--- config.mk ---
export PLATFORM = sky130hd
export DESIGN_NAME = digit_entry_reg
export DESIGN_NICKNAME = d
export VERILOG_FILES = /design/src/rtl/calc_pkg.sv /design/src/rtl/key_classifier.sv /design/src/rtl/digit_entry_reg.sv
export SDC_FILE = /design/constraint.sdc
export NUM_CORES = 1
export LEC_CHECK = 0
export CORE_MARGIN = 2
export CORE_UTILIZATION = 50
export DETAILED_ROUTE_END_ITERATION = 12
export GPL_TIMING_DRIVEN = 0
export MAX_ROUTING_LAYER = met4
export PLACE_DENSITY_LB_ADDON = 0.12
export RECOVER_POWER = 25
export SYNTH_ARGS = -nofsm -noshare
export SYNTH_HDL_FRONTEND = slang
export SYNTH_HIERARCHICAL = 1
export SYNTH_SLANG_ARGS = --single-unit
--- constraint.sdc ---
create_clock -name clk -period 4.7 [get_ports clk]
set_input_delay 0.94 -clock clk [delete_from_list [all_inputs] [get_ports clk]]
set_output_delay 0.94 -clock clk [all_outputs]
set_load 0.01 [all_outputs]
--- src/rtl/calc_pkg.sv ---
// calc_pkg: shared types and constants for the calculator operand-entry path
package calc_pkg;
  typedef enum logic {RADIX_HEX = 1'b0, RADIX_DEC = 1'b1} radix_e;
  localparam int KEY_DIGIT_MAX_DEC = 9;
  localparam int KEY_NONDIGIT_BIT = 4;
  localparam int FULL_SHIFT = 0;
  localparam int FULL_REJECT = 1;
endpackage

--- src/rtl/key_classifier.sv ---
// key_classifier: decides whether a key code is a digit legal in the current radix
module key_classifier
  import calc_pkg::*;
#(
  parameter int KEY_W = 5,
  parameter int DIGIT_W = 4
) (
  input  logic [KEY_W-1:0]   key_in,
  input  logic               radix,
  output logic               is_digit,
  output logic [DIGIT_W-1:0] digit
);
  assign digit = key_in[DIGIT_W-1:0];
  assign is_digit = !key_in[KEY_W-1] &&
                    (radix_e'(radix) == RADIX_HEX || digit <= DIGIT_W'(KEY_DIGIT_MAX_DEC));
endmodule

--- src/rtl/digit_entry_reg.sv ---
// digit_entry_reg: keypad operand entry with radix check, backspace, zero suppression and full policy
module digit_entry_reg
  import calc_pkg::*;
#(
  parameter int NDIGITS = 4,
  parameter int DIGIT_W = 4,
  parameter int KEY_W = KEY_NONDIGIT_BIT + 1,
  parameter int FULL_MODE = FULL_SHIFT
) (
  input  logic                           clk,
  input  logic                           rst,
  input  logic                           clear,
  input  logic                           push,
  input  logic                           pop,
  input  logic                           radix,
  input  logic [KEY_W-1:0]               key_in,
  output logic [NDIGITS*DIGIT_W-1:0]     dato,
  output logic [$clog2(NDIGITS+1)-1:0]   count,
  output logic                           empty,
  output logic                           full,
  output logic                           err,
  output logic                           ovf
);
  localparam int DW = NDIGITS * DIGIT_W;
  localparam int CW = $clog2(NDIGITS + 1);
  logic [DW-1:0] dato_q, dato_d;
  logic [CW-1:0] count_q, count_d;
  logic ovf_q, ovf_d, err_q, err_d;
  logic is_digit;
  logic [DIGIT_W-1:0] digit;
  logic is_empty, is_full;
  logic [DW-1:0] shifted_in;
  key_classifier #(.KEY_W(KEY_W), .DIGIT_W(DIGIT_W)) u_cls (
    .key_in  (key_in),
    .radix   (radix),
    .is_digit(is_digit),
    .digit   (digit)
  );
  assign is_empty = count_q == '0;
  assign is_full = count_q == CW'(NDIGITS);
  assign shifted_in = {dato_q[DW-DIGIT_W-1:0], digit};
  always_ff @(posedge clk) begin
    if (rst) begin
      dato_q <= '0;
      count_q <= '0;
      ovf_q <= 1'b0;
      err_q <= 1'b0;
    end else begin
      dato_q <= dato_d;
      count_q <= count_d;
      ovf_q <= ovf_d;
      err_q <= err_d;
    end
  end
  always_comb begin
    dato_d = dato_q;
    count_d = count_q;
    ovf_d = ovf_q;
    err_d = 1'b0;
    if (clear) begin
      dato_d = '0;
      count_d = '0;
      ovf_d = 1'b0;
    end else if (push && pop) begin
      err_d = 1'b1;
    end else if (push) begin
      if (!is_digit) begin
        err_d = 1'b1;
      end else if (is_empty && digit == '0) begin
        // leading zero: operand stays blank
      end else if (!is_full) begin
        dato_d = shifted_in;
        count_d = count_q + CW'(1);
      end else if (FULL_MODE == FULL_SHIFT) begin
        dato_d = shifted_in;
        ovf_d = 1'b1;
      end else begin
        err_d = 1'b1;
      end
    end else if (pop) begin
      err_d = is_empty;
      dato_d = is_empty ? dato_q : {DIGIT_W'(0), dato_q[DW-1:DIGIT_W]};
      count_d = is_empty ? count_q : count_q - CW'(1);
    end
  end
  always_comb begin
    dato = dato_q;
    count = count_q;
    empty = is_empty;
    full = is_full;
    err = err_q;
    ovf = ovf_q;
  end
endmodule

; After elaboration in Yosys (flattened, before gate mapping)
; Index checks and enable logic that the tools add are counted.
[word_totals]
latch_bits = 0
word_cells = 42
in_bits = 11
ram_bits = 0
rom_bits = 0
ff_bits = 21
mem_count = 0
[classes]
reduce_logical = 12
div_mod_pow = 0
mux = 15
n_eq_ne = 5
n_mul = 0
addsub = 2
order_cmp = 1
n_bitwise = 3
shift = 0
[ops]
columns = op, count
row1 = $mux W16, 5
row2 = $mux W3, 6
row3 = $reduce_and A5 Y1, 2
row4 = $ne A2 B2 Y1 const B, 3
row5 = $reduce_and A6 Y1, 1
row6 = $le A4 B4 Y1 const B, 1
row7 = $logic_not A4 Y1, 1
row8 = $mux W1, 4
row9 = $add A3 B1 Y3 const B, 1
row10 = $eq A3 B3 Y1 const B, 1
row11 = $logic_and A1 B1 Y1, 3
row12 = $logic_not A3 Y1, 1
row13 = $not A1 Y1, 3
row14 = $sub A3 B1 Y3 const B, 1
row15 = $ne A2 B1 Y1 const B, 1
row16 = $reduce_bool A2 Y1, 1
row17 = $reduce_or A2 Y1, 1
row18 = $logic_not A1 Y1, 1
row19 = $logic_or A1 B1 Y1, 1

; Longest topological paths before layout
; Gate-level depths: netlist of the first run.
[logic_depth]
depth_word = 6
ltp_mapped = 8

; Cells and area by module
; The synthesis of the first run kept the hierarchy.
[by_module_without_submodules]
columns = module, instances, seq_area_each_um2, area_each_um2, cells_each
row1 = digit_entry_reg, 1, 420.4, 1124.8, 114
row2 = key_classifier, 1, 0.0, 42.5, 6

; Worst setup path after synthesis of the first run
; No wires, ideal clock.
[synth_path]
kind = in2reg
start = input port push
end = register count_q[2], in the netlist count[2]
path_slack_ns = 2.359
path_stages = 6
setup_ns = 0.136
path_buffers = 1
t_required_ns = 4.564
t_arrival_ns = 2.206
path_cell_list = buf_1 -> inv_1 -> fa_1 -> nor3_1 -> o21bai_1 -> a211oi_1
[synth_via]
elab_chain_len = 3
word_cells_on_any_way = 9
cone_classes = eq/ne: 4 / mux: 1 / bitwise: 1 / reduce/logical: 3
[synth_rtl]
columns = element, line
row1 = "start, declared", digit_entry_reg.sv:13  ; input logic push,
row2 = branches (longest 3 deep; another with $reduce_and A6 Y1), -
row3 = "end signal, assigned", digit_entry_reg.sv:50  ; count_q <= count_d;
row4 = "end, declared", digit_entry_reg.sv:27  ; logic [CW-1:0] count_q, count_d;
; Parallel ways; which one is timed is not known.
; A chain may end at the register's enable or synchronous reset.

; Final worst setup path of the first run
; Ends and elaborated chain as after synthesis.

==> summary.md, run 1 <==
| Metric | Value |
|---|---|
| Status | completed |
| Hold buffer count at cts | 0 |
| Dominant cells by area after synthesis | dfxtp_1, mux2i_1, a211oi_2 |
| Sum of negative setup slack | 0 ps |
| Depth of the CTS H-tree | 1 |
| DR vias/cell | 5.614 |
| Tot GR Track Use | 0.2362 |
| Worst R2R Setup Slack | approximately 3000 ps |
| Worst Hold Launch | dato[14] |
| Yosys reg bits | 21 |
| Fmax | between 0.3 and 0.4 GHz |
| FF+latch area | between 400 and 500 um2 |
| Worst r2r dst | dato[7] |
| WP data required | just under 5000 ps |
| Commonest cells in the netlist | dfxtp_1, mux2i_1, a21oi_1 |
| Max Cap Viol | 0 |
| Area growth syn-to-layout | 32.80% |
| Final count of pins violating max slew | 0 |
| Gr ovfl total | 0 |
| Num CTS Buffers | 3 |
| CTS Sinks | 21 |
| Largest net degree at the start of global routing | 13 |
| Final hold vios | 0 |
| Gr busiest metal | met2 |
| FFs w/ async S/R, synth | 0 |
| Clk pin slew, worst setup/hold paths | around 120 ps |
| First-pass DRT Iterations | 4 |
| Clk_skew | roughly 2.8 ps |
| Synth cell types | 31 |
| Critical path arrival | between 3000 and 4000 ps |
| Clk Tree Root Cell | clkbuf_4 |
| Initial drt markers | 11 |
| Final setup violating endpoints | 0 |
| P per Cell Area | roughly 220 mW/mm2 |
| Hold path endpoint | dato[14] |
| Pre-CTS setup slack | 1444 ps |
| Setup crit end kind | register |
| Post-synth top area share | 0.3601 |
| Critical Path Source Type | primary input |
| Reg-to-reg startpoint | count[0] |
| # rows | 17 |
| VDD IR max | between 0.2 and 0.3 mV |
| Tcrit/Tclk final | 0.6123 |
| Final HPWL DP | 2015 um |
| Port bufs | 32 |
| Die W | about 52 um |
| Starting Density | 0.5277 |
| CTS tree | yes |
| Core area | approximately 0.0022 mm2 |
| Worst-margin pin slew | between 700 and 800 ps |
| Pleak | 0.5745 nW |
| Hold WC Path Type | register to register |
| DRC violations left | 0 |
| GRT met1 Usage | 0.2703 |
| Crit path time final | 2878 ps |
| Antenna-violating nets left | 0 |
| Post-synth top area cell | dfxtp_1 |
| Min Hold Slack | 483.3 ps |
| Layout cell share with drive strength beyond 1 | 0.1603 |
| Post-Synthesis Cells | 120 |
| Final WL | 2676 um |
| Worst-skew pair later-pin latency | about 310 ps |
| Setup repair bufs after CTS | 0 |
| Cells resized by post-CTS repair | 0 |
| Die Span Y | 52.32 um |
| Via count | 1033 |
| Met3 global-route usage | 0.06571 |
| WS Path Type | primary input to register |
| Share of the yosys chip area belonging to registers | 0.3601 |
| Multi-input gate area in the final layout | approximately 660 um2 |
| Slew HR | 0.5278 |
| NumNets Final | between 150 and 200 |
| FILL cells | about 180 |
| Full die area | approximately 0.0027 mm2 |
| Most frequent cell after synthesis | dfxtp_1 |
| First-pass GRT wire length | 4595 um |
| Final worst slack | approximately 1800 ps |
| Met2 Usage GRT | 0.4167 |
| WL per Instance | between 10 and 15 um |
| Initial antenna violation count | 0 |
| Mapped Avg Cell Area | 9.728 um2 |
| Synthesized Nets | between 100 and 150 |
| Ant. Diodes | 0 |
| Hold Path Stages | 2 |
| Placer congestion estimate | roughly 0.78 |
| Top FF cell, synth | dfxtp_1 |
| CTS Buffer Depth | 2 |
| Post-synth EDFFs | 0 |
| Synth Warn # | 6 |
| Vias in the first global route | around 1000 |
| Synthesized area | between 0.001 and 0.0015 mm2 |
| # IOs | 34 |
| Unrepaired setup endpoints after global routing | false |
| Worst-path fanout max | 10 |
| Worst r2r path cells | 5 |
report_power, final:
group,internal [mW],switching (mW),total [mW]
logic,0.0314,0.0326,0.0640
clock network,0.0318,0.0590,0.0908
registers,0.182,0.00367,0.185
total,0.245,0.0952,0.340
worst max path at each step:
stage,startpoint,end,slack (ps),cells after the start
after floorplan,push,count[2],2360,6
after global placement,push,count[2],1530,7
after detailed placement,push,count[2],1440,7
after CTS,push,count[2],1790,7
after global routing,push,count[2],1640,7
final,push,count[2],1820,7
flip-flops by register name (all words and copies together), names as in the netlist:
name	count
dato	16
count	3
err	1
ovf	1
layout make-up:
class                      instances  share of cell area
buffer                            12             0.04923
inverter                           2            0.004843
timing repair buffer              32              0.2066
clock inverter                     1            0.003228
sequential                        21              0.2712
clock buffer                       3             0.01453
multi-input combinational         85              0.4278
tap                               28             0.02260
worst max-delay path, cell delays in order:
cell and delay, ps:
clkdlybuf4s50_1 520, buf_1 480, inv_1 140, fa_1 470, nor3_1 270, o21bai_1 160, a211oi_1 90
per-layer routing:
metal	share of wire	up-vias
met5	0	-
met4	0.0052	0
li1	-	509
met3	0.041	2
met2	0.51	23
met1	0.44	499
placed cells by master, fill, tap and decap left out, drive strengths merged, types with 5 or more instances in the layout:
master,n
dfxtp,21
clkdlybuf4s50,21
mux2i,17
a21oi,15
a211oi,14
dlygate4sd3,11
nand2,8
buf,8
clkbuf,7
nor2,5
nor3,5
cells by family after synthesis:
| group | after synthesis | synth area share |
|---|---|---|
| buffers and inverters | 14 | 0.07180 |
| and+or+nand+nor | 32 | 0.1683 |
| DFF | 21 | 0.3601 |
| AOI/OAI and AO/OA | 35 | 0.2369 |
| adders and majority gates | 1 | 0.01715 |
| muxes | 17 | 0.1458 |
metrics by stage:
step / power (mW) / instance area (um2) / std cells / util
2_1_floorplan: 0.2293 / 1167 / 120 / -
3_3_place_gp: 0.2529 / 1523 / 180 / 0.6883
3_5_place_dp: 0.2542 / 1523 / 180 / 0.6883
4_1_cts: 0.3415 / 1550 / 184 / 0.7008
5_1_grt: 0.3570 / 1550 / 184 / 0.7008
6_report: 0.3400 / 1550 / 184 / 0.7008
(Power assumes the default switching activity.)
==> run 2, diff against run 1 <==
--- a/config.mk
+++ b/config.mk
@@ -6,7 +6,7 @@
 export NUM_CORES = 1
 export LEC_CHECK = 0
 export CORE_MARGIN = 2
-export CORE_UTILIZATION = 50
+export CORE_UTILIZATION = 42
 export DETAILED_ROUTE_END_ITERATION = 12
 export GPL_TIMING_DRIVEN = 0
 export MAX_ROUTING_LAYER = met4
==> constraint.sdc (replaced) <==
create_clock -name clk -period 2.6 [get_ports clk]
set_input_delay 0.52 -clock clk [delete_from_list [all_inputs] [get_ports clk]]
set_output_delay 0.52 -clock clk [all_outputs]
set_load 0.01 [all_outputs]
==> run 2 against run 1 <==
  * First-iteration DRC count increased to 2.5 times the previous value
  * Largest cell class unchanged
  * Cell count increased by 1.6%
  * Core utilization decreased by 12 points
  * Die area increased by 18%
==> summary.md, run 2 (synthesized netlist as in run 1, its figures left out) <==
| Metric | Value |
|---|---|
| Status | completed |
| Design area | 0.001553 mm2 (+0.16%) |
| First-pass GRT wire length | 4733 um (+3.0%) |
| Fmax | about 0.41 GHz |
| Worst r2r path cells | 5 (unchanged) |
| Sw power | 0.1678 mW (+76%) |
| Worst R2R Setup Slack | 910 ps (-2110 ps) |
| Clock power share | 0.261 (-0.006) |
| DRC violations left | 0 (unchanged) |
| Placer congestion estimate | 0.7943 (+2.2%) |
| Logic gate share of total power | 0.192 (+0.004) |
| NumNets Final | 169 (unchanged) |
| CTS Buffer Depth | 2 (unchanged) |
| Pre-CTS setup slack | -169.4 ps (-1614 ps) |
| Hold path endpoint | dato[12] |
| Final hold vios | 0 (unchanged) |
| Via count | 1050 (+1.6%) |
| Clk Tree Root Cell | clkbuf_4 |
| Num CTS Buffers | 3 (unchanged) |
| Slew HR | 0.5274 (about the same) |
| Ant. Diodes | 0 (unchanged) |
| Min Hold Slack | 482.3 ps (-1.087 ps) |
| Worst-skew pair later-pin latency | 300 ps (about the same) |
| Placed insts | 183 (+1.7%) |
| Core area | 0.002686 mm2 (+21%) |
| Power, Total | 0.6128 mW (+80%) |
| Max FFs per register | 16 (unchanged) |
| VDD IR max | 0.3378 mV (+26%) |
| Clk_skew | 2.317 ps (-0.4468 ps) |
| Setup crit end kind | register |
| Commonest non-fill, non-tap cell in the layout | clkdlybuf4s50_1 |
| Layout cell share with drive strength beyond 1 | 0.1538 (-0.006410) |
| Cells resized by post-CTS repair | 0 (unchanged) |
| First-pass DRT Iterations | 4 (unchanged) |
| Final worst slack | 145.9 ps (-1676 ps) |
| DR vias/cell | 5.615 (about the same) |
| Port bufs | 32 (unchanged) |
| Max Cap Viol | 0 (unchanged) |
| CTS tree | yes |
| WL per Instance | 15.45 um (+6.2%) |
| Pleak | 0.5684 nW (-1.1%) |
| Final setup violating endpoints | 0 (unchanged) |
| Antenna-violating nets left | 0 (unchanged) |
| Unrepaired setup endpoints after global routing | false |
| Post-layout util | 0.5780 (-0.1228) |
| Depth of the CTS H-tree | 1 (unchanged) |
| Vias in the first global route | 1030 (+3.3%) |
| Hold Path Stages | 2 (unchanged) |
| FILL cells | 255 (+39%) |
| Die W | 56.72 um (+8.4%) |
| Gr ovfl total | 0 (unchanged) |
| Final HPWL DP | 2100 um (+4.2%) |
| Sum of negative setup slack | 0 ps (unchanged) |
| Setup repair bufs after CTS | 0 (unchanged) |
| Initial antenna violation count | 0 (unchanged) |
| # IOs | 34 (unchanged) |
| Largest net degree at the start of global routing | 12 (-1) |
| Sequential power share | 0.547 (+0.002) |
| Hold buffer count at cts | 0 (unchanged) |
| Critical Path Source Type | primary input |
| Tot GR Track Use | 0.1937 (-0.04249) |
| Final count of pins violating max slew | 0 (unchanged) |
| Clk pin slew, worst setup/hold paths | 120 ps (about the same) |
| Final WL | 2889 um (+8.0%) |
| Worst-margin pin slew | 708.9 ps (+3.258 ps) |
| Critical path arrival | 2680 ps (-390 ps) |
| Most frequent cells in the layout | clkdlybuf4s50_1, dfxtp_1, mux2i_1, a21oi_1 |
| Initial drt markers | 28 (+17) |
| Worst-path fanout max | 10 (unchanged) |
| FF+latch area | 420.4 um2 (unchanged) |
| Crit path time final | 2454 ps |
| WS Path Type | primary input to register |
| Die Span Y | 56.72 um (+8.4%) |
| Hold WC Path Type | register to register |
| Worst Hold Launch | dato[12] |
| Internal Power | 0.4450 mW (+82%) |
| Multi-input gate area in the final layout | 663.1 um2 (unchanged) |
| Tcrit/Tclk final | 0.9439 |
| CTS Sinks | 21 (unchanged) |
| Area post-placement | 0.001526 mm2 (+0.25%) |
| WP data required | 2830 ps (-2060 ps) |
| Reg-to-reg startpoint | count[0] |
| Sw Ratio | 0.2739 (-0.006132) |
| Starting Density | 0.4346 (-0.09315) |
| # rows | 19 (+2) |
| Final cell count without fillers | 187 (+1.6%) |
| Worst r2r dst | dato[2] |
| P per Cell Area | 394.7 mW/mm2 (+80%) |
| Full die area | 0.003217 mm2 (+18%) |
| Area growth syn-to-layout | 33.01% |
run 2: cell types whose count changed in the layout (fill, tap and decap cells not counted), sizes merged:
cell	delta
clkinv	-1
dlygate4sd3	-1
clkdlybuf4s50	+1
clkbuf	+1
run 2: power by group through the flow:
stage	Clock (mW)	Sequential, mW	Combinational, mW
global route	0.176	0.336	0.127
CTS	0.166	0.335	0.119
finish	0.160	0.335	0.118
global placement	0	0.342	0.117
detailed placement	0	0.342	0.118
floorplan	0	0.344	0.0703
run 2: worst max path at each step:
stage | from | endpoint | slack [ps] | cells past startpoint
2_1_floorplan | push | count[2] | 680 | 6
3_3_place_gp | push | count[2] | -180 | 7
3_5_place_dp | push | count[2] | -170 | 7
4_1_cts | push | count[2] | 150 | 7
5_1_grt | push | count[2] | 0.7 | 7
6_report | push | count[2] | 150 | 7
run 2: final cells by class:
class / instances / share of cell area
plain buffers: 12 / 0.04915
clock buffers: 4 / 0.01692
inverters: 2 / 0.004835
multi-input cells: 85 / 0.4271
flip-flops and latches: 21 / 0.2707
well taps: 31 / 0.02498
repair buffers: 32 / 0.2063
run 2: critical path, stage by stage:
cell and delay (ps):
clkdlybuf4s50_1 540, buf_1 500, inv_1 140, fa_1 470, nor3_1 240, nor3_1 70
a211oi_1 190
run 2: layer usage:
layer / wire length (um) / global-route usage / share of wire / up-vias
met5: 0 / - / 0 / -
met4: 36 / 0.08163 / 0.012 / 0
met3: 124 / 0.02535 / 0.043 / 4
met2: 1399 / 0.3040 / 0.48 / 31
met1: 1329 / 0.2500 / 0.46 / 504
li1: - / - / - / 511
